--- config.mk ---
export PLATFORM = sky130hd
export DESIGN_NAME = dmem_arbiter
export DESIGN_NICKNAME = d
export VERILOG_FILES = /design/src/rtl/dmem_arbiter.sv
export SDC_FILE = /design/constraint.sdc
export NUM_CORES = 1
export LEC_CHECK = 0
export BUFFER_PORTS_ARGS = -buffer_cell sky130_fd_sc_hd__buf_2
export CAP_MARGIN = 0
export CORE_AREA = 2 2 131 133
export DETAILED_ROUTE_END_ITERATION = 10
export DIE_AREA = 0 0 133 135
export HOLD_SLACK_MARGIN = 0.03
export PLACE_DENSITY = 0.75
export SLEW_MARGIN = 20
export SYNTH_ARGS = -nofsm -noshare
export SYNTH_HDL_FRONTEND = slang
export SYNTH_SLANG_ARGS = --single-unit
--- constraint.sdc ---
create_clock -name clk -period 1.7 [get_ports clk]
set_clock_uncertainty 0.15 [all_clocks]
set_input_delay 0.34 -clock clk [delete_from_list [all_inputs] [get_ports clk]]
set_output_delay 0.34 -clock clk [all_outputs]
set_load 0.1 [all_outputs]
--- src/rtl/dmem_arbiter.sv ---
// Two-port arbiter/sequencer for the data memory. The CPU port has fixed priority and the
// debug/DMA port has bounded starvation. One transaction is in flight at a time: ACCESS, then RESP.
module dmem_arbiter #(
    parameter int unsigned DEPTH      = 1025,
    parameter int unsigned STARVE_MAX = 4
) (
    input  logic        clk,
    input  logic        rst_n,

    input  logic        p0_req,
    input  logic        p0_we,
    input  logic [31:0] p0_addr,
    input  logic [31:0] p0_wdata,
    output logic        p0_gnt,
    output logic        p0_rvalid,
    output logic [31:0] p0_rdata,
    output logic        p0_err,

    input  logic        p1_req,
    input  logic        p1_we,
    input  logic [31:0] p1_addr,
    input  logic [31:0] p1_wdata,
    output logic        p1_gnt,
    output logic        p1_rvalid,
    output logic [31:0] p1_rdata,
    output logic        p1_err,

    output logic [31:0] mwaddr,
    output logic [31:0] wdata,
    output logic        mwe,
    output logic [31:0] mraddr,
    output logic        mre,
    input  logic [31:0] mrdata
);

    localparam int unsigned   SW         = (STARVE_MAX < 1) ? 1 : $clog2(STARVE_MAX + 1);
    localparam logic [SW-1:0] STARVE_LIM = SW'(STARVE_MAX);
    localparam logic [31:0]   DEPTH_W    = 32'(DEPTH);

    typedef enum logic [1:0] {
        IDLE   = 2'd0,
        ACCESS = 2'd1,
        RESP   = 2'd2
    } state_t;

    state_t        state_q, state_d;
    logic [SW-1:0] starve_q, starve_d;
    logic          cmd_id_q, cmd_id_d;
    logic          cmd_we_q, cmd_we_d;
    logic          cmd_err_q, cmd_err_d;
    logic [31:0]   cmd_addr_q, cmd_addr_d;
    logic [31:0]   cmd_wdata_q, cmd_wdata_d;
    logic [31:0]   rdata_q, rdata_d;

    logic          any_req;
    logic          both_req;
    logic          p1_wins;
    logic [31:0]   sel_addr;
    logic          mem_active;
    logic          mem_we;
    logic          mem_re;

    assign any_req  = p0_req | p1_req;
    assign both_req = p0_req & p1_req;
    // Port 1 takes a contended slot only once it has lost STARVE_MAX of them in a row.
    assign p1_wins  = p1_req & (~p0_req | (starve_q == STARVE_LIM));
    assign sel_addr = p1_wins ? p1_addr : p0_addr;

    assign mem_active = (state_q == ACCESS);
    assign mem_we     = mem_active & cmd_we_q & ~cmd_err_q;
    assign mem_re     = mem_active & ~cmd_we_q & ~cmd_err_q;

    always_comb begin
        state_d     = state_q;
        starve_d    = starve_q;
        cmd_id_d    = cmd_id_q;
        cmd_we_d    = cmd_we_q;
        cmd_err_d   = cmd_err_q;
        cmd_addr_d  = cmd_addr_q;
        cmd_wdata_d = cmd_wdata_q;
        rdata_d     = rdata_q;

        case (state_q)
            IDLE, RESP: begin
                if (any_req) begin
                    state_d     = ACCESS;
                    cmd_id_d    = p1_wins;
                    cmd_we_d    = p1_wins ? p1_we : p0_we;
                    cmd_addr_d  = sel_addr;
                    cmd_wdata_d = p1_wins ? p1_wdata : p0_wdata;
                    cmd_err_d   = (sel_addr >= DEPTH_W);
                    if (p1_wins) begin
                        starve_d = '0;
                    end else if (both_req && (starve_q != STARVE_LIM)) begin
                        starve_d = starve_q + SW'(1);
                    end
                end else begin
                    state_d = IDLE;
                end
            end
            ACCESS: begin
                state_d = RESP;
                rdata_d = mem_re ? mrdata : '0;
            end
            default: begin
                state_d = IDLE;
            end
        endcase
    end

    always_ff @(posedge clk or negedge rst_n) begin
        if (!rst_n) begin
            state_q     <= IDLE;
            starve_q    <= '0;
            cmd_id_q    <= 1'b0;
            cmd_we_q    <= 1'b0;
            cmd_err_q   <= 1'b0;
            cmd_addr_q  <= '0;
            cmd_wdata_q <= '0;
            rdata_q     <= '0;
        end else begin
            state_q     <= state_d;
            starve_q    <= starve_d;
            cmd_id_q    <= cmd_id_d;
            cmd_we_q    <= cmd_we_d;
            cmd_err_q   <= cmd_err_d;
            cmd_addr_q  <= cmd_addr_d;
            cmd_wdata_q <= cmd_wdata_d;
            rdata_q     <= rdata_d;
        end
    end

    logic [1:0]  gnt_v;
    logic [1:0]  rvalid_v;
    logic [1:0]  err_v;
    logic [31:0] rdata_v [2];

    // Response outputs stay zero for the port that does not own the current command.
    for (genvar gi = 0; gi < 2; gi++) begin : g_port
        logic mine;
        assign mine         = (cmd_id_q == 1'(gi));
        assign gnt_v[gi]    = mem_active & mine;
        assign rvalid_v[gi] = (state_q == RESP) & mine;
        assign err_v[gi]    = rvalid_v[gi] & cmd_err_q;
        assign rdata_v[gi]  = rvalid_v[gi] ? rdata_q : '0;
    end

    assign p0_gnt    = gnt_v[0];
    assign p0_rvalid = rvalid_v[0];
    assign p0_err    = err_v[0];
    assign p0_rdata  = rdata_v[0];
    assign p1_gnt    = gnt_v[1];
    assign p1_rvalid = rvalid_v[1];
    assign p1_err    = err_v[1];
    assign p1_rdata  = rdata_v[1];

    assign mwe    = mem_we;
    assign mre    = mem_re;
    assign mwaddr = mem_active ? cmd_addr_q : '0;
    assign mraddr = mem_active ? cmd_addr_q : '0;
    assign wdata  = mem_active ? cmd_wdata_q : '0;

endmodule
# ---- Word-level counts from Yosys, hierarchy flattened
# Index checks and enable logic that the tools add are counted.
# Widths: inputs -> output; s select.
dict set report word_totals {
  reg_bits 104
  inputBits 166
}
dict set report classes {
  bitwise 18
  n_eq_ne 4
  addsub 1
  mux 12
  n_lt_le_gt_ge 1
  n_reduce_logical 6
}
# cell n
set ops {}
lappend ops {{$mux 32} 7}
lappend ops {{$ge 32x11->1 const B} 1}
lappend ops {{$and 1x1->1} 12}
lappend ops {{$mux 3} 2}
lappend ops {{$not 1->1} 4}
lappend ops {{$pmux 2 s2} 1}
lappend ops {{$add 3x1->3 const B} 1}
lappend ops {{$eq 3x3->1 const B} 1}
lappend ops {{$ne 3x3->1 const B} 1}
lappend ops {{$reduce_and 3->1} 1}
lappend ops {{$eq 2x1->1 const B} 1}
lappend ops {{$eq 2x2->1 const B} 1}
lappend ops {{$logic_not 2->1} 1}
lappend ops {{$mux 1} 2}
lappend ops {{$or 1x1->1} 2}
lappend ops {{$reduce_and 2->1} 1}
lappend ops {{$reduce_bool 2->1} 1}
lappend ops {{$reduce_or 2->1} 1}
lappend ops {{$logic_and 1x1->1} 1}

# ---- Longest topological paths before layout
# Gate-level depths: netlist of the first run.
dict set report depth {
  word_depth 5
  ltp_mapped 8
  ltp_nobuf 7
}

# ---- Least setup slack after synthesis of the first run
# OpenSTA, ideal clock, no wires.
dict set report synth_path {
  path_type {register to output}
  from {register state_q[1]}
  to {output port mwe}
  required_ns 1.210
  stages_incl_launch_ff 5
  arrival_time_ns 3.098
  path_slack_ns -1.888
  cell_sequence {dfrtp_1 nand2b_1 buf_2 clkbuf_1 nor3b_1}
}
dict set report synth_via {
  elab_chain_cells 3
}
# item line
set synth_lines {}
lappend synth_lines {{start: declaration} 46} ;# state_t state_q, state_d;
lappend synth_lines {{start signal: assignment} 122} ;# state_q <= state_d;
lappend synth_lines {{$eq 2x1->1} 69} ;# assign mem_active = (state_q == ACCESS);
lappend synth_lines {{$and 1x1->1 (2 in a row)} 70} ;# assign mem_we = mem_active & cmd_we_q & ~cmd_err_q;
lappend synth_lines {{end: declaration} 30} ;# output logic mwe,
# No other way between the ends.

# ---- Worst setup path after layout of the first run
dict set report layout_path {
  from {register state_q[0]}
  to {output port mraddr[27]}
}
dict set report layout_via {
  elab_chain_cells 2
}
# item line
set layout_lines {}
lappend layout_lines {{$eq 2x1->1} 69}
lappend layout_lines {{$mux 32} 160} ;# assign mraddr = mem_active ? cmd_addr_q : '0;
lappend layout_lines {{end: declaration} 31} ;# output logic [31:0] mraddr,
# No other way between the ends.

==> results.py, run 1 <==
metrics = {
    "sta": {
        "setup_violations": 226,
        "slew_headroom": 0.710,
        "worst_slew_pin_slew_ns": 0.432,
        "setup_ws_ns": -0.448,
        "fmax_mhz": 466,
        "period_share": 1.26,
        "hold_viol_final": 0,
        "whs_ns": 0.0642,
        "finalMaxSlewViolations": 0,
        "fin_crit_ns": 2.15,
        "rsz0062_at_grt": "yes",
    },
    "clocking": {
        "cts.path.max_buffers": 2,
        "clk_pin_slew_ns": 0.07,
        "clk_latency_ns": 0.34,
        "clockRootBuffer": "clkbuf_16",
        "cts_made_buffers": 9,
        "cts_tree": "yes",
        "htreeDepth": 3,
        "cts.sinks": 104,
    },
    "routing": {
        "drc_errors": 0,
        "num_vias": 5805,
        "wl_um": 23000,
        "avgViaCountPerCell": 5.03,
        "drtIter0Drc": 299,
        "postRouteAntennaNets": 0,
        "drt-wirelength-per-cell_um": 20.0,
        "first_pass_iters": 4,
    },
    "logic_synthesis": {
        "synth_cell_types": 36,
        "synth_edf_count": 0,
        "syn_inst": 594,
        "synthFlopType": "dfrtp_1",
        "syn-cell-area_um2": 5770,
        "synthXorXnorAreaFrac": 0,
        "ys_ff_latch": 104,
        "syn_avg_cell_area_um2": 9.71,
        "synthMuxAreaShare": 0.111,
        "syn-num-nets": 762,
        "synth-adder-area-share": 0.00434,
        "synth-compound-area-share": 0.119,
        "yosysSeqAreaShare": 0.451,
        "synthSimpleGateAreaFrac": 0.227,
        "synth_top_family_by_area": "simple AND/OR/NAND/NOR gates",
        "ys_warn_count": 0,
        "synthArstFlopShare": 1.00,
    },
    "pwr": {
        "leakage_uw": 0.00550,
        "ir_drop_mv": 0.600,
        "cellPowerDensity_nw_per_um2": 941,
    },
    "placement": {
        "routabilityCongestion": 0.889,
        "dp_hpwl_um": 16700,
        "portBuffers": 333,
    },
    "floorplanning": {
        "die-height_um": 135,
        "die_w_um": 133,
        "core_um2": 16400,
        "pin_count": 334,
        "start_util": 0.351,
        "die-area_um2": 18000,
        "rows": 47,
    },
    "setup_path": {
        "crit_chain": "buf_4 > nand2b_4 > inv_8 > buf_12 > and2_4 > buf_12",
        "cpMaxStageDelayCell": "dfrtp_2",
        "cp_common_cell": "buf_12",
        "critPathRequiredTime_ns": 1.21,
        "rr_endpoint": "cmd_wdata_q[20]",
        "critPathTopFamily": "buffers and inverters",
        "cp-start-kind": "flip-flop",
        "reg2reg_slack_ns": -0.15,
        "arrival_ns": 1.66,
        "reg2reg_depth": 9,
        "endpoint_kind": "output pin",
        "worstSetupStartpoint": "state_q[0]",
        "setup.worst_path.class": "flip-flop to output pin",
        "path_buf_inv": 4,
        "crit_path_max_incr_delay_ns": 0.41,
        "reg2reg_from": "starve_q[1]",
        "path_max_fanout": 20,
    },
    "global_routing": {
        "track_usage": 0.246,
        "antenna_found_initial": 0,
        "grt_max_degree": 41,
        "met3_usage": 0.0571,
        "grt-ovfl-total": 0,
        "use_met2": 0.457,
        "grt_pass1_vias": 6162,
        "use_met1": 0.271,
        "grt_busiest_layer": "met2",
        "grt_pass1_wl_um": 34200,
    },
    "cells_and_area": {
        "final_common_cell": "buf_12",
        "n_antenna_cell": 0,
        "finish.net_count": 1099,
        "layout-drive-gt1-share": 0.629,
        "area_growth_pct": 101,
        "utilization": 0.707,
        "layout_common_cells": "187 x buf_12, 164 x buf_2, 130 x and2_4",
    },
    "run": {
        "drv_cap": 0,
    },
    "worst_hold_path": {
        "hold_start": "mrdata[2]",
        "hold-path-endpoint": "rdata_q[2]",
        "hold_path_depth": 2,
        "hp-class": "primary input to flip-flop",
    },
    "run_status": {
        "violations": "setup timing",
        "status": "finished, violations left",
    },
}
## metrics by stage
| step | setup TNS (ns) | power (uW) | instance area [um^2] | std cells | setup WS [ns] |
|---|---|---|---|---|---|
| 6_report | -69.11 | 10900 | 11600 | 1155 | -0.448 |
| 3_3_place_gp | -4.20 | 8290 | 10600 | 1116 | -0.310 |
| 5_1_grt | -84.49 | 11300 | 11600 | 1155 | -0.497 |
| 4_1_cts | -74.35 | 10800 | 11400 | 1152 | -0.441 |
| 2_1_floorplan | -25.67 | 6740 | 6660 | 594 | -0.400 |
| 3_5_place_dp | -7.68 | 8390 | 10600 | 1116 | -0.283 |
## layout make-up
cell class	instances	area, um^2
Timing Repair Buffer	398	5110
Fill cell	1046	4810
Multi-Input combinational cell	410	3280
Sequential cell	104	2600
Tap cell	220	275
Clock buffer	11	243
Clock inverter	4	45.0
Inverter	8	37.5
## how the worst max path moves through the flow
stage / to / slack (ns) / cells after the start
after floorplan: mwe / -0.40 / 4
after global placement: cmd_err_q / -0.31 / 7
after detailed placement: cmd_err_q / -0.28 / 7
after CTS: p0_rdata[6] / -0.44 / 5
after global routing: mwaddr[12] / -0.50 / 6
final: mraddr[27] / -0.45 / 6
## routing by layer
layer	routed length (um)	vias to the layer above	part of all wire
li1	-	2668	-
met1	8410	2777	0.36
met2	12300	308	0.54
met3	1570	52	0.068
met4	724	0	0.031
met5	0	-	0
## sequential cells by signal (all words and copies together) (netlist names)
signal       count
cmd_wdata_q     32
rdata_q         32
state_q          2
cmd_err_q        1
starve_q         3
cmd_we_q         1
cmd_addr_q      32
cmd_id_q         1
## Yosys cell counts, types with 3 or more instances
cell | number | share of area
buf_8 | 3 | 0.0078
o21ai_1 | 19 | 0.016
buf_4 | 39 | 0.051
a22o_1 | 32 | 0.049
nor3b_1 | 3 | 0.0039
dfrtp_1 | 104 | 0.45
nor4_1 | 14 | 0.015
nor2_1 | 7 | 0.0046
clkbuf_2 | 6 | 0.0052
buf_2 | 10 | 0.0087
and2_1 | 130 | 0.14
mux2i_1 | 64 | 0.11
o21ai_0 | 49 | 0.043
nand2_1 | 68 | 0.044
inv_1 | 7 | 0.0046
clkbuf_1 | 15 | 0.0098
## worst reg2reg max path, cell delays in order, from the launching register on
cell	delay [ns]
dfrtp_1	0.34
inv_1	0.05
ha_2	0.18
a21bo_4	0.25
nand2_8	0.10
buf_6	0.13
buf_12	0.10
buf_16	0.13
mux2i_1	0.21
o21ai_0	0.09
## logic make-up (layout without fill, tap and decap cells)
family                     after synthesis  in the layout
AOI/OAI and AO/OA                      108            108
adders and majority gates                2              2
buffers and inverters                   81            421
DFF                                    104            104
muxes                                   64             64
and+or+nand+nor                        235            236
## repair_timing
| action | CTS | global route |
|---|---|---|
| buffers inserted | 11 | 7 |
| pin swaps | 38 | 18 |
| hold buffers | 1 | 0 |
| gates resized for setup | 50 | 77 |
| endpoints found under the setup margin | 233 | 266 |
| hold endpoints to repair | 20 | 0 |
| gates cloned | 9 | 2 |
## report_power, final
part           internal [uW]  switching (uW)  total (uW)  leakage (uW)
logic                   2290            3500        5780       0.00403
registers               2820             215        3030       0.00132
clock network           1170             928        2100      0.000145
total                   6270            4640       10900       0.00550
No activity file was read; power rests on OpenSTA's default activity.
==> run 2: changes to the inputs <==
--- a/config.mk
+++ b/config.mk
@@ -7,11 +7,12 @@
 export LEC_CHECK = 0
 export BUFFER_PORTS_ARGS = -buffer_cell sky130_fd_sc_hd__buf_2
 export CAP_MARGIN = 0
-export CORE_AREA = 2 2 131 133
+export CORE_ASPECT_RATIO = 0.5
+export CORE_MARGIN = 1
+export CORE_UTILIZATION = 40
 export DETAILED_ROUTE_END_ITERATION = 10
-export DIE_AREA = 0 0 133 135
 export HOLD_SLACK_MARGIN = 0.03
-export PLACE_DENSITY = 0.75
+export PLACE_DENSITY = 0.83
 export SLEW_MARGIN = 20
 export SYNTH_ARGS = -nofsm -noshare
 export SYNTH_HDL_FRONTEND = slang
==> run 2 against run 1 <==
The run still ends with setup timing left. Design area up 4.4%. Setup slack lost 0.15 ns. Combinational power is 12% higher. Final cell count is 0.78% lower. Critical path depth is 1 lower. Clock-buffer cell count stayed put. Die area down 17%. Fmax down 6.3%. Clock power increased by 3%. Global-route usage is 11 points higher. Largest cell class unchanged. Highest routed layer is now met5.
==> results.py, run 2 (synthesized netlist as in run 1, its figures left out) <==
metrics = {
    "routing": {
        "postRouteAntennaNets": 0,
        "drtIter0Drc": 752,
        "first_pass_iters": 5,
        "drt-wirelength-per-cell_um": 26.5,
        "wl_um": 30300,
        "avgViaCountPerCell": 5.90,
        "num_vias": 6767,
        "drc_errors": 0,
    },
    "placement": {
        "placed_area_um2": 10500,
        "portBuffers": 333,
        "dp_hpwl_um": 16400,
        "routabilityCongestion": 1.03,
        "pre_cts_ws_ns": -0.172,
        "dp.cells": 1078,
    },
    "sta": {
        "finalMaxSlewViolations": 0,
        "setup_ws_ns": -0.593,
        "setup_violations": 237,
        "worst_slew_pin_slew_ns": 0.662,
        "period_share": 1.35,
        "rsz0062_at_grt": "yes",
        "fin_crit_ns": 2.29,
        "fmax_mhz": 436,
        "hold_viol_final": 0,
        "slew_headroom": 0.554,
    },
    "clocking": {
        "clk_pin_slew_ns": 0.07,
        "clk_latency_ns": 0.35,
        "clockRootBuffer": "clkbuf_16",
        "cts_made_buffers": 9,
        "cts_tree": "yes",
        "cts.sinks": 104,
        "htreeDepth": 3,
        "cts.path.max_buffers": 2,
    },
    "floorplanning": {
        "die-height_um": 86.9,
        "start_util": 0.417,
        "core_um2": 13800,
        "die_w_um": 172,
        "rows": 30,
        "pin_count": 334,
        "die-area_um2": 14900,
    },
    "setup_path": {
        "arrival_ns": 1.80,
        "critPathRequiredTime_ns": 1.21,
        "cp-start-kind": "flip-flop",
        "endpoint_kind": "output pin",
        "cpMaxStageDelayCell": "dfrtp_1",
        "crit_path_max_incr_delay_ns": 0.47,
        "crit_chain": "nor3b_4 > buf_12 > clkbuf_16 > and2_4 > buf_12",
        "path_buf_inv": 3,
        "cp_common_cell": "buf_12",
        "setup.worst_path.class": "flip-flop to output pin",
        "critPathTopFamily": "buffers and inverters",
        "path_max_fanout": 8,
    },
    "global_routing": {
        "grt_pass1_vias": 6854,
        "antenna_found_initial": 1,
        "track_usage": 0.357,
        "grt-ovfl-total": 0,
        "grt_max_degree": 57,
        "grt_pass1_wl_um": 39600,
    },
    "cells_and_area": {
        "top_regs": "cmd_addr_q x32, cmd_wdata_q x32, rdata_q x32",
        "final_cells": 1146,
        "area_growth_pct": 110,
        "layout-drive-gt1-share": 0.659,
        "layout_common_cells": "190 x buf_12, 164 x buf_2, 130 x and2_4",
        "finish.net_count": 1116,
        "final_common_cell": "buf_12",
        "utilization": 0.876,
        "design_area_um2": 12100,
    },
    "worst_hold_path": {
        "hp-class": "primary input to flip-flop",
    },
    "run": {
        "drv_cap": 0,
    },
    "run_status": {
        "violations": "setup timing",
        "status": "finished, violations left",
    },
    "pwr": {
        "leakage_uw": 0.00566,
        "ir_drop_mv": 0.689,
        "finalPower_uw": 11800,
        "cellPowerDensity_nw_per_um2": 971,
    },
}
run 2: path summary, 6_finish.rpt:
kind | start | to | slack, ns | cells after the start
worst max-delay path | cmd_id_q | p0_rdata[5] | -0.59 | 5
worst min-delay path | mrdata[18] | rdata_q[18] | 0.07 | 2
worst max register to register | starve_q[1] | cmd_addr_q[22] | -0.56 | 9
worst min register to register | cmd_wdata_q[30] | cmd_wdata_q[30] | 0.34 | 2
max in group asynchronous | rst_n | rdata_q[21] | 0.59 | 3
min in group asynchronous | rst_n | rdata_q[4] | 0.26 | 2
run 2: through the flow:
step,TNS [ns],hold WS [ns]
after global placement,-2.66,0.0607
final,-96.54,0.0674
after floorplan,-25.67,-0.106
after detailed placement,-11.86,0.0601
after CTS,-74.78,0.0535
after global routing,-103.22,0.0667
run 2: area by class of cell:
cell class | instances | area, um^2
inverter | 8 | 37.5
clock buffer | 11 | 243
antenna | 1 | 2.50
tap | 192 | 240
clock inverter | 5 | 56.3
fill | 551 | 1710
multi-input combinational | 409 | 3420
timing repair buffer | 416 | 5500
sequential | 104 | 2600
run 2: repair_timing:
item | CTS | global route
cloned | 16 | 8
setup buffers | 28 | 13
endpoints found under the hold margin | 92 | 0
setup endpoints to repair | 241 | 268
resized for setup | 90 | 103
pin swaps | 47 | 42
hold buffers | 1 | 0
run 2: power by group:
| part | leakage [uW] | internal [uW] | total [uW] | switching (uW) |
|---|---|---|---|---|
| Combinational | 0.00419 | 2600 | 6480 | 3880 |
| Clock | 0.000146 | 1180 | 2170 | 988 |
| Sequential | 0.00132 | 2820 | 3110 | 292 |
| Total | 0.00566 | 6600 | 11800 | 5160 |
run 2: layer usage:
metal	part of all wire	global-route usage	vias to the layer above
met4	0.076	0.230	2
met1	0.34	0.378	3264
met3	0.10	0.100	210
li1	-	-	2707
met2	0.48	0.634	584
met5	0.00043	0	-
==> run 3: changes to the inputs <==
--- a/config.mk
+++ b/config.mk
@@ -9,10 +9,10 @@
 export CAP_MARGIN = 0
 export CORE_ASPECT_RATIO = 0.5
 export CORE_MARGIN = 1
-export CORE_UTILIZATION = 40
+export CORE_UTILIZATION = 35
 export DETAILED_ROUTE_END_ITERATION = 10
 export HOLD_SLACK_MARGIN = 0.03
-export PLACE_DENSITY = 0.83
+export PLACE_DENSITY = 0.75
 export SLEW_MARGIN = 20
 export SYNTH_ARGS = -nofsm -noshare
 export SYNTH_HDL_FRONTEND = slang
==> run 3 against run 2 <==
The flow still finishes with violations (setup timing). Routed wire length down 24%. Sequential power decreased by 2%. Final cell count rose by 0.96%. Non-clock buffer count decreased by 17. Critical path type unchanged. Setup slack better by 0.028 ns. Fmax up 1.2%. First-iteration DRC count down 58%. Register-to-register slack better by 0.40 ns. Clock-buffer cell count unchanged. Combinational power shrank 8.2%.
==> results.py, run 3 (synthesized netlist as in run 1, its figures left out) <==
metrics = {
    "run_status": {
        "status": "finished, violations left",
        "violations": "setup timing",
    },
    "global_routing": {
        "grt_pass1_wl_um": 33600,
        "grt_pass1_vias": 6241,
        "track_usage": 0.257,
        "grt-ovfl-total": 0,
        "antenna_found_initial": 1,
        "grt_max_degree": 67,
    },
    "floorplanning": {
        "die_w_um": 184,
        "core_um2": 15700,
        "start_util": 0.366,
        "rows": 32,
        "pin_count": 334,
        "die-area_um2": 17000,
        "die-height_um": 92.8,
    },
    "setup_path": {
        "critPathRequiredTime_ns": 1.21,
        "cp-start-kind": "flip-flop",
        "arrival_ns": 1.77,
        "setup.worst_path.class": "flip-flop to output pin",
        "path_max_fanout": 17,
        "endpoint_kind": "output pin",
    },
    "clocking": {
        "clockRootBuffer": "clkbuf_16",
        "clk_pin_slew_ns": 0.07,
        "clk_latency_ns": 0.33,
        "cts_tree": "yes",
        "cts_made_buffers": 9,
        "htreeDepth": 3,
        "cts.sinks": 104,
        "cts.path.max_buffers": 2,
    },
    "sta": {
        "slew_headroom": 0.614,
        "fmax_mhz": 442,
        "fin_crit_ns": 2.26,
        "setup_tns_ns": -80.39,
        "period_share": 1.33,
        "worst_slew_pin_slew_ns": 0.574,
        "rsz0062_at_grt": "yes",
        "finalMaxSlewViolations": 0,
        "setup_ws_ns": -0.565,
        "whs_ns": 0.0765,
        "hold_viol_final": 0,
        "setup_violations": 229,
    },
    "placement": {
        "portBuffers": 333,
        "dp.cells": 1106,
        "routabilityCongestion": 0.942,
        "dp_hpwl_um": 15100,
    },
    "run": {
        "drv_cap": 0,
    },
    "cells_and_area": {
        "final_cells": 1157,
        "final_common_cell": "buf_12",
        "layout_common_cells": "187 x buf_12, 164 x buf_2, 130 x and2_4",
        "seq_area_um2": 2600,
        "finish.net_count": 1100,
        "top_regs": "cmd_addr_q x32, cmd_wdata_q x32, rdata_q x32",
        "layout-drive-gt1-share": 0.627,
        "area_growth_pct": 103,
        "fill_cells": 927,
        "multi_input_area_um2": 3270,
        "utilization": 0.744,
    },
    "pwr": {
        "leakage_uw": 0.00554,
        "cellPowerDensity_nw_per_um2": 959,
        "finalPower_uw": 11200,
        "ir_drop_mv": 0.654,
    },
    "routing": {
        "drtIter0Drc": 316,
        "wl_um": 23200,
        "drt-wirelength-per-cell_um": 20.0,
        "first_pass_iters": 5,
        "drc_errors": 0,
        "avgViaCountPerCell": 5.09,
        "num_vias": 5892,
        "postRouteAntennaNets": 0,
    },
    "worst_hold_path": {
        "hp-class": "primary input to flip-flop",
    },
}
[run 3: cell types whose count changed in the layout (fill, tap and decap cells not counted), sizes merged]
cell and change:
clkinv -2, clkbuf -2, nand2 +1, inv -1, buf -15, bufinv +1
[run 3: repair_timing]
action	4_1_cts	5_1_grt
gates cloned	14	5
resized for setup	77	71
endpoints found under the hold margin	15	0
hold buffers	1	0
setup endpoints to repair	234	236
pin swaps	38	36
buffers inserted	14	15
[run 3: final cells by class]
class	instances	area share
repair buffers	399	0.445
multi-input cells	410	0.279
flip-flops and latches	104	0.222
well taps	221	0.0236
clock buffers	11	0.0207
clock inverters	3	0.00577
inverters	8	0.00363
diodes	1	0.000214
[run 3: worst max-delay path: stages, from the launching register on]
cell and delay (ns):
dfrtp_2 0.47, nor3b_4 0.28, buf_6 0.17, buf_12 0.15, and2_4 0.18, buf_12 0.17
[run 3: through the flow]
step	area, um^2	setup WS [ns]
floorplan	6660	-0.400
global placement	10500	-0.134
detailed placement	10500	-0.205
CTS	11500	-0.431
global route	11700	-0.590
finish	11700	-0.565
[run 3: layer usage]
layer,global-route usage,up-vias,routed length (um)
met5,0,-,0
met4,0.110,0,848
met3,0.0554,64,1280
met2,0.486,264,12600
met1,0.278,2898,8470
li1,-,2666,-
[run 3: path summary, 6_finish.rpt]
| check | startpoint | endpoint | slack [ns] | cells after the start |
|---|---|---|---|---|
| setup / recovery | state_q[0] | p0_err | -0.56 | 5 |
| hold / removal | mrdata[8] | rdata_q[8] | 0.08 | 2 |
| setup reg to reg | starve_q[0] | cmd_addr_q[9] | -0.16 | 8 |
| hold reg to reg | cmd_wdata_q[1] | cmd_wdata_q[1] | 0.34 | 2 |
| max in group asynchronous | rst_n | cmd_err_q | 0.53 | 3 |
| min in group asynchronous | rst_n | cmd_addr_q[2] | 0.29 | 2 |
[run 3: report_power, final]
group / internal (uW) / total, uW / switching (uW)
Clock: 1320 / 2220 / 907
Combinational: 2360 / 5950 / 3590
Sequential: 2820 / 3060 / 240
Total: 6500 / 11200 / 4730
